### config.mk
export PLATFORM = sky130hd
export DESIGN_NAME = pt_ring_egress_drain_flat
export DESIGN_NICKNAME = d
export VERILOG_FILES = /design/src/rtl/pt_ring_pkg.sv /design/src/rtl/pt_ring_egress_drain_if.sv /design/src/rtl/pt_ring_credit_cnt.sv /design/src/rtl/pt_ring_egress_drain.sv /design/src/flat_wrapper.sv
export SDC_FILE = /design/constraint.sdc
export NUM_CORES = 1
export LEC_CHECK = 0
export CELL_PAD_IN_SITES_DETAIL_PLACEMENT = 1
export CELL_PAD_IN_SITES_GLOBAL_PLACEMENT = 2
export CORE_MARGIN = 10
export CORE_UTILIZATION = 24
export CTS_BUF_LIST = sky130_fd_sc_hd__clkbuf_16
export CTS_CLUSTER_SIZE = 28
export DETAILED_ROUTE_END_ITERATION = 10
export HOLD_SLACK_MARGIN = 0.06
export PLACE_DENSITY = 0.74
export SLEW_MARGIN = 20
export SYNTH_ARGS = -nofsm -noshare
export SYNTH_HDL_FRONTEND = slang
export SYNTH_SLANG_ARGS = --single-unit
### constraint.sdc
create_clock -name clk -period 1.68 [get_ports clk]
set_input_delay 0.168 -clock clk [delete_from_list [all_inputs] [get_ports clk]]
set_output_delay 0.168 -clock clk [all_outputs]
set_load 0.02 [all_outputs]
### src/rtl/pt_ring_pkg.sv
// Shared definitions for the ring stop: flit type field, its decoders, and the egress
// drain state encoding.
package pt_ring_pkg;

    typedef enum logic [1:0] {
        FLIT_BODY   = 2'b00,
        FLIT_HEAD   = 2'b01,
        FLIT_TAIL   = 2'b10,
        FLIT_SINGLE = 2'b11
    } flit_type_e;

    typedef logic [1:0] egress_state_t;
    localparam egress_state_t IDLE     = 2'd0;
    localparam egress_state_t RING_PKT = 2'd1;
    localparam egress_state_t LOC_PKT  = 2'd2;

    // Takes the two most significant bits of a flit.
    function automatic flit_type_e flit_type(input logic [1:0] type_field);
        return flit_type_e'(type_field);
    endfunction

    function automatic logic opens_pkt(input flit_type_e t);
        return t == FLIT_HEAD;
    endfunction

    // A single flit carries the tail marker too, so it also closes an open packet.
    function automatic logic closes_pkt(input flit_type_e t);
        return (t == FLIT_TAIL) || (t == FLIT_SINGLE);
    endfunction

endpackage

### src/rtl/pt_ring_egress_drain_if.sv
// Egress drain bundle: the two upstream FIFO read ports, the outgoing ring link, and
// credit return/status. The master side is the drain itself.
interface pt_ring_egress_drain_if #(
    parameter int WIDTH   = 8,
    parameter int CREDITS = 2
);
    localparam int CW = $clog2(CREDITS + 1);

    logic             ring_empty;
    logic [WIDTH-1:0] ring_dat;
    logic             ring_rd_en;
    logic             loc_empty;
    logic [WIDTH-1:0] loc_dat;
    logic             loc_rd_en;
    logic             link_vld;
    logic [WIDTH-1:0] link_dat;
    logic             link_crd;
    logic [CW-1:0]    crd_cnt;
    logic             crd_err;

    modport master (
        input  ring_empty, ring_dat, loc_empty, loc_dat, link_crd,
        output ring_rd_en, loc_rd_en, link_vld, link_dat, crd_cnt, crd_err
    );

    modport slave (
        output ring_empty, ring_dat, loc_empty, loc_dat, link_crd,
        input  ring_rd_en, loc_rd_en, link_vld, link_dat, crd_cnt, crd_err
    );

endinterface

### src/rtl/pt_ring_credit_cnt.sv
// Saturating up/down credit counter for the outgoing link, with a sticky flag
// raised when the downstream returns more credits than it was given.
module pt_ring_credit_cnt #(
    parameter int CREDITS = 2,
    parameter int CW      = $clog2(CREDITS + 1)
) (
    input  logic          clk,
    input  logic          rst,
    input  logic          dec,
    input  logic          inc,
    output logic [CW-1:0] cnt,
    output logic          err
);

    // NOTE: sequential state is written with non-blocking assignments only, so every
    // flop samples the pre-edge values of its neighbours.
    always_ff @(posedge clk or posedge rst) begin
        if (rst) begin
            cnt <= CW'(CREDITS);
            err <= 1'b0;
        end else begin
            case ({inc, dec})
                2'b10: begin
                    if (cnt == CW'(CREDITS)) err <= 1'b1;
                    else                     cnt <= cnt + CW'(1);
                end
                2'b01: begin
                    if (cnt != '0) cnt <= cnt - CW'(1);
                end
                default: ;
            endcase
        end
    end

endmodule

### src/rtl/pt_ring_egress_drain.sv
// Ring stop egress: drains the ring-through and local FIFOs onto the outgoing link
// without interleaving packets, gated by link credits, with a starvation guard for local.
module pt_ring_egress_drain
    import pt_ring_pkg::*;
#(
    parameter int WIDTH      = 8,
    parameter int CREDITS    = 2,
    parameter int STARVE_MAX = 4
) (
    input logic                     clk,
    input logic                     rst,
    pt_ring_egress_drain_if.master  bus
);

    localparam int CW = $clog2(CREDITS + 1);
    localparam int SW = $clog2(STARVE_MAX + 1);

    egress_state_t    state, state_nxt;
    logic [SW-1:0]    starve;
    logic [CW-1:0]    crd_cnt;
    logic             crd_err;
    logic             crd_ok;
    logic             loc_forced;
    logic             pop_ring, pop_loc, pop;
    logic [WIDTH-1:0] pop_dat;
    flit_type_e       pop_type;

    // The gate sees the registered count, so a credit returned at zero only helps next cycle.
    assign crd_ok     = (crd_cnt != '0);
    assign loc_forced = (starve == SW'(STARVE_MAX)) && !bus.loc_empty;

    // NOTE: every signal driven here gets a default first, so no path leaves it
    // unassigned and no latch is inferred.
    always_comb begin
        pop_ring = 1'b0;
        pop_loc  = 1'b0;
        case (state)
            IDLE: begin
                if (!bus.ring_empty && !loc_forced) pop_ring = crd_ok;
                else if (!bus.loc_empty)            pop_loc  = crd_ok;
            end
            RING_PKT: pop_ring = !bus.ring_empty && crd_ok;
            LOC_PKT:  pop_loc  = !bus.loc_empty && crd_ok;
            default: ;
        endcase
    end

    assign pop      = pop_ring || pop_loc;
    assign pop_dat  = pop_loc ? bus.loc_dat : bus.ring_dat;
    assign pop_type = flit_type(pop_dat[WIDTH-1 -: 2]);

    always_comb begin
        state_nxt = state;
        case (state)
            IDLE: begin
                if (pop && opens_pkt(pop_type)) state_nxt = pop_ring ? RING_PKT : LOC_PKT;
            end
            RING_PKT, LOC_PKT: begin
                if (pop && closes_pkt(pop_type)) state_nxt = IDLE;
            end
            default: state_nxt = IDLE;
        endcase
    end

    always_ff @(posedge clk or posedge rst) begin
        if (rst) begin
            state        <= IDLE;
            starve       <= '0;
            bus.link_vld <= 1'b0;
            bus.link_dat <= '0;
        end else begin
            state        <= state_nxt;
            bus.link_vld <= pop;
            if (pop) bus.link_dat <= pop_dat;
            // Starvation only counts ring grants that overtook a waiting local packet.
            if (state == IDLE) begin
                if (pop_loc)
                    starve <= '0;
                else if (pop_ring && !bus.loc_empty && starve != SW'(STARVE_MAX))
                    starve <= starve + SW'(1);
            end
        end
    end

    pt_ring_credit_cnt #(
        .CREDITS (CREDITS),
        .CW      (CW)
    ) u_credit_cnt (
        .clk (clk),
        .rst (rst),
        .dec (pop),
        .inc (bus.link_crd),
        .cnt (crd_cnt),
        .err (crd_err)
    );

    assign bus.ring_rd_en = pop_ring;
    assign bus.loc_rd_en  = pop_loc;
    assign bus.crd_cnt    = crd_cnt;
    assign bus.crd_err    = crd_err;

endmodule

### src/flat_wrapper.sv
// flat-port wrapper written by rule: the top's interface ports become plain ports
module pt_ring_egress_drain_flat import pt_ring_pkg::*;
#(
    parameter int WIDTH      = 8,
    parameter int CREDITS    = 2,
    parameter int STARVE_MAX = 4
)
  (clk, rst, bus_ring_empty, bus_ring_dat, bus_loc_empty, bus_loc_dat, bus_link_crd, bus_ring_rd_en, bus_loc_rd_en, bus_link_vld, bus_link_dat, bus_crd_cnt, bus_crd_err);
  pt_ring_egress_drain_if #(.WIDTH(WIDTH), .CREDITS(CREDITS)) bus_i ();
  input logic clk;
  input logic rst;
  input wire logic [$bits(bus_i.ring_empty)-1:0] bus_ring_empty;
  input wire logic [$bits(bus_i.ring_dat)-1:0] bus_ring_dat;
  input wire logic [$bits(bus_i.loc_empty)-1:0] bus_loc_empty;
  input wire logic [$bits(bus_i.loc_dat)-1:0] bus_loc_dat;
  input wire logic [$bits(bus_i.link_crd)-1:0] bus_link_crd;
  output wire logic [$bits(bus_i.ring_rd_en)-1:0] bus_ring_rd_en;
  output wire logic [$bits(bus_i.loc_rd_en)-1:0] bus_loc_rd_en;
  output wire logic [$bits(bus_i.link_vld)-1:0] bus_link_vld;
  output wire logic [$bits(bus_i.link_dat)-1:0] bus_link_dat;
  output wire logic [$bits(bus_i.crd_cnt)-1:0] bus_crd_cnt;
  output wire logic [$bits(bus_i.crd_err)-1:0] bus_crd_err;
  assign bus_i.ring_empty = bus_ring_empty;
  assign bus_i.ring_dat = bus_ring_dat;
  assign bus_i.loc_empty = bus_loc_empty;
  assign bus_i.loc_dat = bus_loc_dat;
  assign bus_i.link_crd = bus_link_crd;
  assign bus_ring_rd_en = bus_i.ring_rd_en;
  assign bus_loc_rd_en = bus_i.loc_rd_en;
  assign bus_link_vld = bus_i.link_vld;
  assign bus_link_dat = bus_i.link_dat;
  assign bus_crd_cnt = bus_i.crd_cnt;
  assign bus_crd_err = bus_i.crd_err;
  pt_ring_egress_drain #(.WIDTH(WIDTH), .CREDITS(CREDITS), .STARVE_MAX(STARVE_MAX)) u_core (.clk(clk), .rst(rst), .bus(bus_i));
endmodule
# Yosys cells after proc, flatten, opt, wreduce, memory -nomap -nowiden
# Index checks and enable logic that the tools add are counted.
[word_totals]
regBits = 17
out_inout_bits = 14
word_cells = 60
[op_classes]
addsub = 3
n_eq_ne = 14
mux = 15
n_reduce_logical = 22
[ops]
columns = ["op", "n"]
rows = [
  ["$eq 2x2->1 const B", 5],
  ["$mux 2", 5],
  ["$logic_and 1x1->1", 8],
  ["$mux 8", 1],
  ["$pmux 2 s2", 2],
  ["$eq 2x1->1 const B", 3],
  ["$mux 3", 2],
  ["$ne 2x1->1 const B", 3],
  ["$reduce_and 2->1", 3],
  ["$reduce_bool 2->1", 3],
  ["$pmux 1 s2", 2],
  ["$add 3x1->3 const B", 1],
  ["$eq 3x3->1 const B", 1],
  ["$logic_not 1->1", 3],
  ["$mux 1", 3],
  ["$ne 3x3->1 const B", 1],
  ["$reduce_and 3->1", 1],
  ["$add 2x1->2 const B", 1],
  ["$logic_not 2->1", 1],
  ["$logic_or 1x1->1", 2],
  ["$ne 2x2->1 const B", 1],
  ["$reduce_or 2->1", 1],
  ["$sub 2x1->2 const B", 1],
]

# Longest topological paths before layout
[depth]
ltp_word = 12
mapped_depth = 9
depth_no_buf = 8

# By module
# From an unflattened synthesis, not the netlist that was laid out.
[unflattened]
cells_unflattened = 103
area_unflattened_um2 = 992.2
[modules_own_cells]
columns = ["module", "instances", "cells_each", "area_each_um2", "seq_area_each_um2"]
rows = [
  ["pt_ring_egress_drain", 1, 87, 834.6, 350.3],
  ["pt_ring_credit_cnt", 1, 16, 157.7, 76.3],
]

# Least setup slack after synthesis
# No wires, ideal clock.
[synth_timing]
path_type = "flip-flop to flip-flop"
from = "register u_core.state[0]"
to = "register u_core.bus.link_dat[7]"
setup_time_ns = 0.122
arrival_time_ns = 1.630
t_required_ns = 1.558
setup_slack_ns = -0.072
stages_incl_launch_ff = 10
path_buffers = 1
period_less_slack_ns = 1.752
cell_sequence = "dfrtp_1 -> inv_1 -> ha_1 -> buf_2 -> o21bai_1 -> nor2_1 -> o21ai_2 -> inv_2 -> mux2i_1 -> a21oi_2"
[synth_via]
elab_chain_cells = 3
word_cells_on_any_way = 7
classes_between = "2 x eq/ne; 3 x mux; 2 x reduce/logical"
[synth_rtl]
columns = ["element", "line_no", "rtl"]
rows = [
  ["start: declaration", "pt_ring_egress_drain.sv:18", "egress_state_t state, state_nxt;"],
  ["start signal: assignment", "pt_ring_egress_drain.sv:72", "state <= state_nxt;"],
  ["$eq 2x1->1 / $logic_not 2->1 (equally long branches)", "pt_ring_egress_drain.sv:37", "case (state)"],
  ["$pmux 1 s2 (*)", "pt_ring_egress_drain.sv:37", ""],
  ["named net bus_ring_rd_en", "flat_wrapper.sv:17", "output wire logic [$bits(bus_i.ring_rd_en)-1:0] bus_ring_rd_en;"],
  ["$logic_or 1x1->1 (*)", "pt_ring_egress_drain.sv:48", "assign pop = pop_ring || pop_loc;"],
  ["end signal: assignment", "pt_ring_egress_drain.sv:74", "if (pop) bus.link_dat <= pop_dat;"],
  ["end: declaration", "pt_ring_egress_drain_if.sv:23", "output ring_rd_en, loc_rd_en, link_vld, link_dat, crd_cnt, crd_err"],
]
# The timed path passes the listed nets; every way through them passes the cells marked *.
# A chain may end at the register's enable or synchronous reset.

# Worst setup path after layout
[layout_timing]
from = "register u_core.state[0]"
to = "register u_core.state[0]"
[layout_via]
elab_chain_cells = 8
word_cells_on_any_way = 20
classes_between = "7 x eq/ne; 6 x mux; 7 x reduce/logical"
[layout_rtl]
columns = ["element", "line_no", "rtl"]
rows = [
  ["$eq 2x2->1 / $logic_not 2->1 (equally long branches)", "pt_ring_egress_drain.sv:37, pt_ring_egress_drain.sv:54", ""],
  ["$pmux 1 s2", "pt_ring_egress_drain.sv:37", ""],
  ["$mux 8", "pt_ring_egress_drain.sv:49", "assign pop_dat = pop_loc ? bus.loc_dat : bus.ring_dat;"],
  ["$eq 2x2->1", "pt_ring_pkg.sv:28", "return (t == FLIT_TAIL) || (t == FLIT_SINGLE);"],
  ["$logic_or 1x1->1", "pt_ring_pkg.sv:28", ""],
  ["$logic_and 1x1->1", "pt_ring_egress_drain.sv:59", "if (pop && closes_pkt(pop_type)) state_nxt = IDLE;"],
  ["$ne 2x1->1 (no line)", "-", ""],
  ["$reduce_and 2->1 (no line)", "-", ""],
]
# Several ways; a longest one is shown, not always the timed one. The select of a mux whose other input is x is not followed.

==> out/metrics.cfg <==
[outcome]
outcome = finished with violations
violations = negative setup slack

[global_route]
antenna_found_initial = 0
grt_pass1_vias = 1267
grtUsageTotal_pct = 10.6
grt_pass1_wl_um = 6470
grt_overflow = 0
grt_max_degree = 18

[placement]
dpl.cell_count = 213
post_dp_cell_area_sq_um = 1620
gp_congestion = 0.840
dp_hpwl_um = 2640
io_buffers = 34

[setup_path]
endpoint_kind = flop
crit_start = u_core.state[0]$_DFFE_PP0P_
cp_top_family = compound AO/OA/AOI/OAI gates
cp-start-kind = flop
critPathArrivalTime_ns = 2.01
crit_path_max_incr_delay_ns = 0.42
path_cells = inv_2 > ha_4 > a211oi_4 > buf_4 > o32ai_2 > or3_1 > a32o_1
required_ns = 1.82
r2r-start = u_core.state[0]$_DFFE_PP0P_
cp_num_buf_inv = 2
crit_path_max_fanout = 4
crit_type = flop to flop
slowest_stage = dfrtp_1

[clocking]
cts_buffer_depth = 2
cts_tree = done
clk_pin_slew_worst_paths_ns = 0.06
h-tree-depth = 1
numCtsBuffers = 3
cts_root_buffer = clkbuf_16
worstSkewPairLatency_ns = 0.25
cts.sinks = 17

[yosys]
yosys_register_bits = 17
synth_cell_type_count = 48
syn_nets = 136
synthSimpleGateAreaFrac_pct = 17.3
yosys_warnings = 0
avgSynthCellArea_sq_um = 9.85
synth_area_sq_um = 1080
synthMuxAreaShare_pct = 8.43
synth_top_family_by_area = compound AO/OA/AOI/OAI gates
netlist_instances = 110
synth_compound_area_share_pct = 22.6
synth_seq_area_share_pct = 39.4
synthAdderAreaFrac_pct = 5.77
synth-xor-area-share_pct = 0

[routing]
drc = 0
finalWirelength_um = 4180
routed_via_density = 4.93
ant_nets = 0
wl_met1_um = 1690
firstDrtPassIters = 4
wl_met3_um = 245
wl_per_cell_um = 18.4
top_layer = met4
num_vias = 1120
drt-initial-drc-count = 21
met2_length_um = 2160

[power]
peakVddDrop_v = 0.000711
p_leak_uw = 0.000854
power_density_nw_per_um2 = 2010

[timing]
slew_headroom_pct = 79.2
max_freq_ghz = 0.535
slew_viol_final = 0
skew_ns = 0.00247
hold_viol = 0
fin_crit_sh_pct = 111
grt_setup_unrepaired = true
fin_crit_ns = 1.87
tightest_slew_ns = 0.312
setup_viol = 15
fin_ws_ns = -0.188

[final_layout]
fillCellCount = 471
final_cell_mix = 31 x clkdlybuf4s50_1, 24 x buf_4, 16 x dfrtp_1, 9 x nor2_1, 8 x a21oi_2
final_common_cell = clkdlybuf4s50_1
layout.nets = 202
stdcell_count = 227
antenna_cells = 0
drive_gt1_share_pct = 46.9
fin_area_sq_um = 2070
area_growth_pct = 90.8

[floorplanning]
fp-row-count = 24
pin_count = 35
dieWidth_um = 87.2
die-area_sq_um = 7600
start_util_pct = 24.9
die_height_um = 87.2
placeableCoreArea_sq_um = 4350

[run]
cap_violations = 0

[min_path]
hp-class = primary input to asynchronous set/reset pin

cells in the mapped netlist (all sizes together):
cell | instances | area share, %
nand3 | 1 | 0.46
a22oi | 1 | 0.69
nand3b | 1 | 0.69
nand4 | 1 | 0.58
nor2 | 15 | 5.4
o22a | 1 | 0.92
or2 | 1 | 0.58
a211oi | 2 | 1.8
dfstp | 1 | 2.4
o22ai | 1 | 0.58
dfrtp | 16 | 37
nor4bb | 1 | 0.92
a21boi | 1 | 0.69
mux2i | 8 | 7.4
o21ai | 4 | 2.2
mux2 | 1 | 1.0
a31oi | 1 | 0.58
ha | 5 | 5.8
nor4 | 1 | 1.2
a21oi | 10 | 5.0
nand4bb | 2 | 2.1
o21ba | 1 | 0.92
nor2b | 1 | 0.58
o21bai | 2 | 1.7
a41o | 1 | 0.92
a21o | 1 | 0.69
a32o | 1 | 0.92
nand2 | 2 | 0.69
a211o | 1 | 0.81
o211ai | 1 | 0.69
or3 | 2 | 1.6
nor3 | 1 | 0.46
o211a | 2 | 1.8
o32ai | 1 | 0.81
nor3b | 3 | 2.1
buf | 5 | 3.3
inv | 9 | 3.1
a22o | 1 | 0.81
flip-flops by register name (all words and copies together), names as in the netlist:
| name | count |
|---|---|
| u_core.starve | 3 |
| u_core.u_credit_cnt.cnt | 2 |
| u_core.bus.link_vld | 1 |
| u_core.u_credit_cnt.err | 1 |
| u_core.state | 2 |
| u_core.bus.link_dat | 8 |
layer usage:
metal / vias to the layer above / track usage, %
li1: 530 / -
met1: 552 / 12.0
met2: 31 / 17.8
met3: 7 / 3.18
met4: 0 / 4.93
met5: - / 0
logic make-up after synthesis:
kind of cell               Yosys count
and+or+nand+nor                     32
buffers and inverters               14
AOI/OAI and AO/OA                   33
adders and majority gates            5
DFF                                 17
muxes                                9
area by class of cell:
type / instances / area, sq um / share of cell area (%)
well taps: 52 / 65.1 / 3.15
inverters: 9 / 38.8 / 1.88
flip-flops and latches: 17 / 427 / 20.6
repair buffers: 66 / 659 / 31.9
clock inverters: 1 / 5.00 / 0.242
clock buffers: 3 / 75.1 / 3.63
multi-input cells: 79 / 797 / 38.6
tightest hold or removal path, stage by stage:
cell and delay (ns):
clkdlybuf4s50_1 0.39, inv_1 0.05, buf_4 0.25
what timing repair did:
action / 4_1_cts / 5_1_grt
gates cloned: 1 / 1
pin swaps: 11 / 3
buffers inserted: 7 / 1
endpoints found under the setup margin: 17 / 16
resized for setup: 51 / 17
hold buffers: 0 / 0
report_power, final:
part	leakage (uW)	internal, uW	switching, uW
logic	0.000610	1570	1320
clock network	0.0000409	319	171
registers	0.000203	613	159
total	0.000854	2500	1650
path summary, 6_finish.rpt:
path | end | slack (ns) | cells past startpoint
max in group asynchronous | u_core.u_credit_cnt.cnt[1]$_DFFE_PP1P_ | 1.19 | 3
worst max-delay path | u_core.state[0]$_DFFE_PP0P_ | -0.19 | 7
worst min-delay path | u_core.bus.link_dat[7]$_DFFE_PP0P_ | 0.23 | 3
worst min register to register | u_core.u_credit_cnt.err$_DFFE_PP0P_ | 0.48 | 1
min in group clk | u_core.u_credit_cnt.err$_DFFE_PP0P_ | 0.48 | 1
worst max register to register | u_core.state[0]$_DFFE_PP0P_ | -0.19 | 7
stage by stage:
| step | power, uW | TNS [ns] | hold WS (ns) | setup slack, ns | utilization, % |
|---|---|---|---|---|---|
| floorplan | 1880 | -0.0221 | 0.0933 | -0.0221 | - |
| global placement | 2710 | -2.62 | 0.456 | -0.356 | 37.3 |
| detailed placement | 2770 | -3.44 | 0.479 | -0.376 | 37.3 |
| CTS | 3810 | -0.996 | 0.240 | -0.140 | 44.7 |
| global route | 4400 | -2.53 | 0.260 | -0.288 | 47.5 |
| finish | 4150 | -1.47 | 0.233 | -0.188 | 47.5 |
No activity file was read; power rests on OpenSTA's default activity.
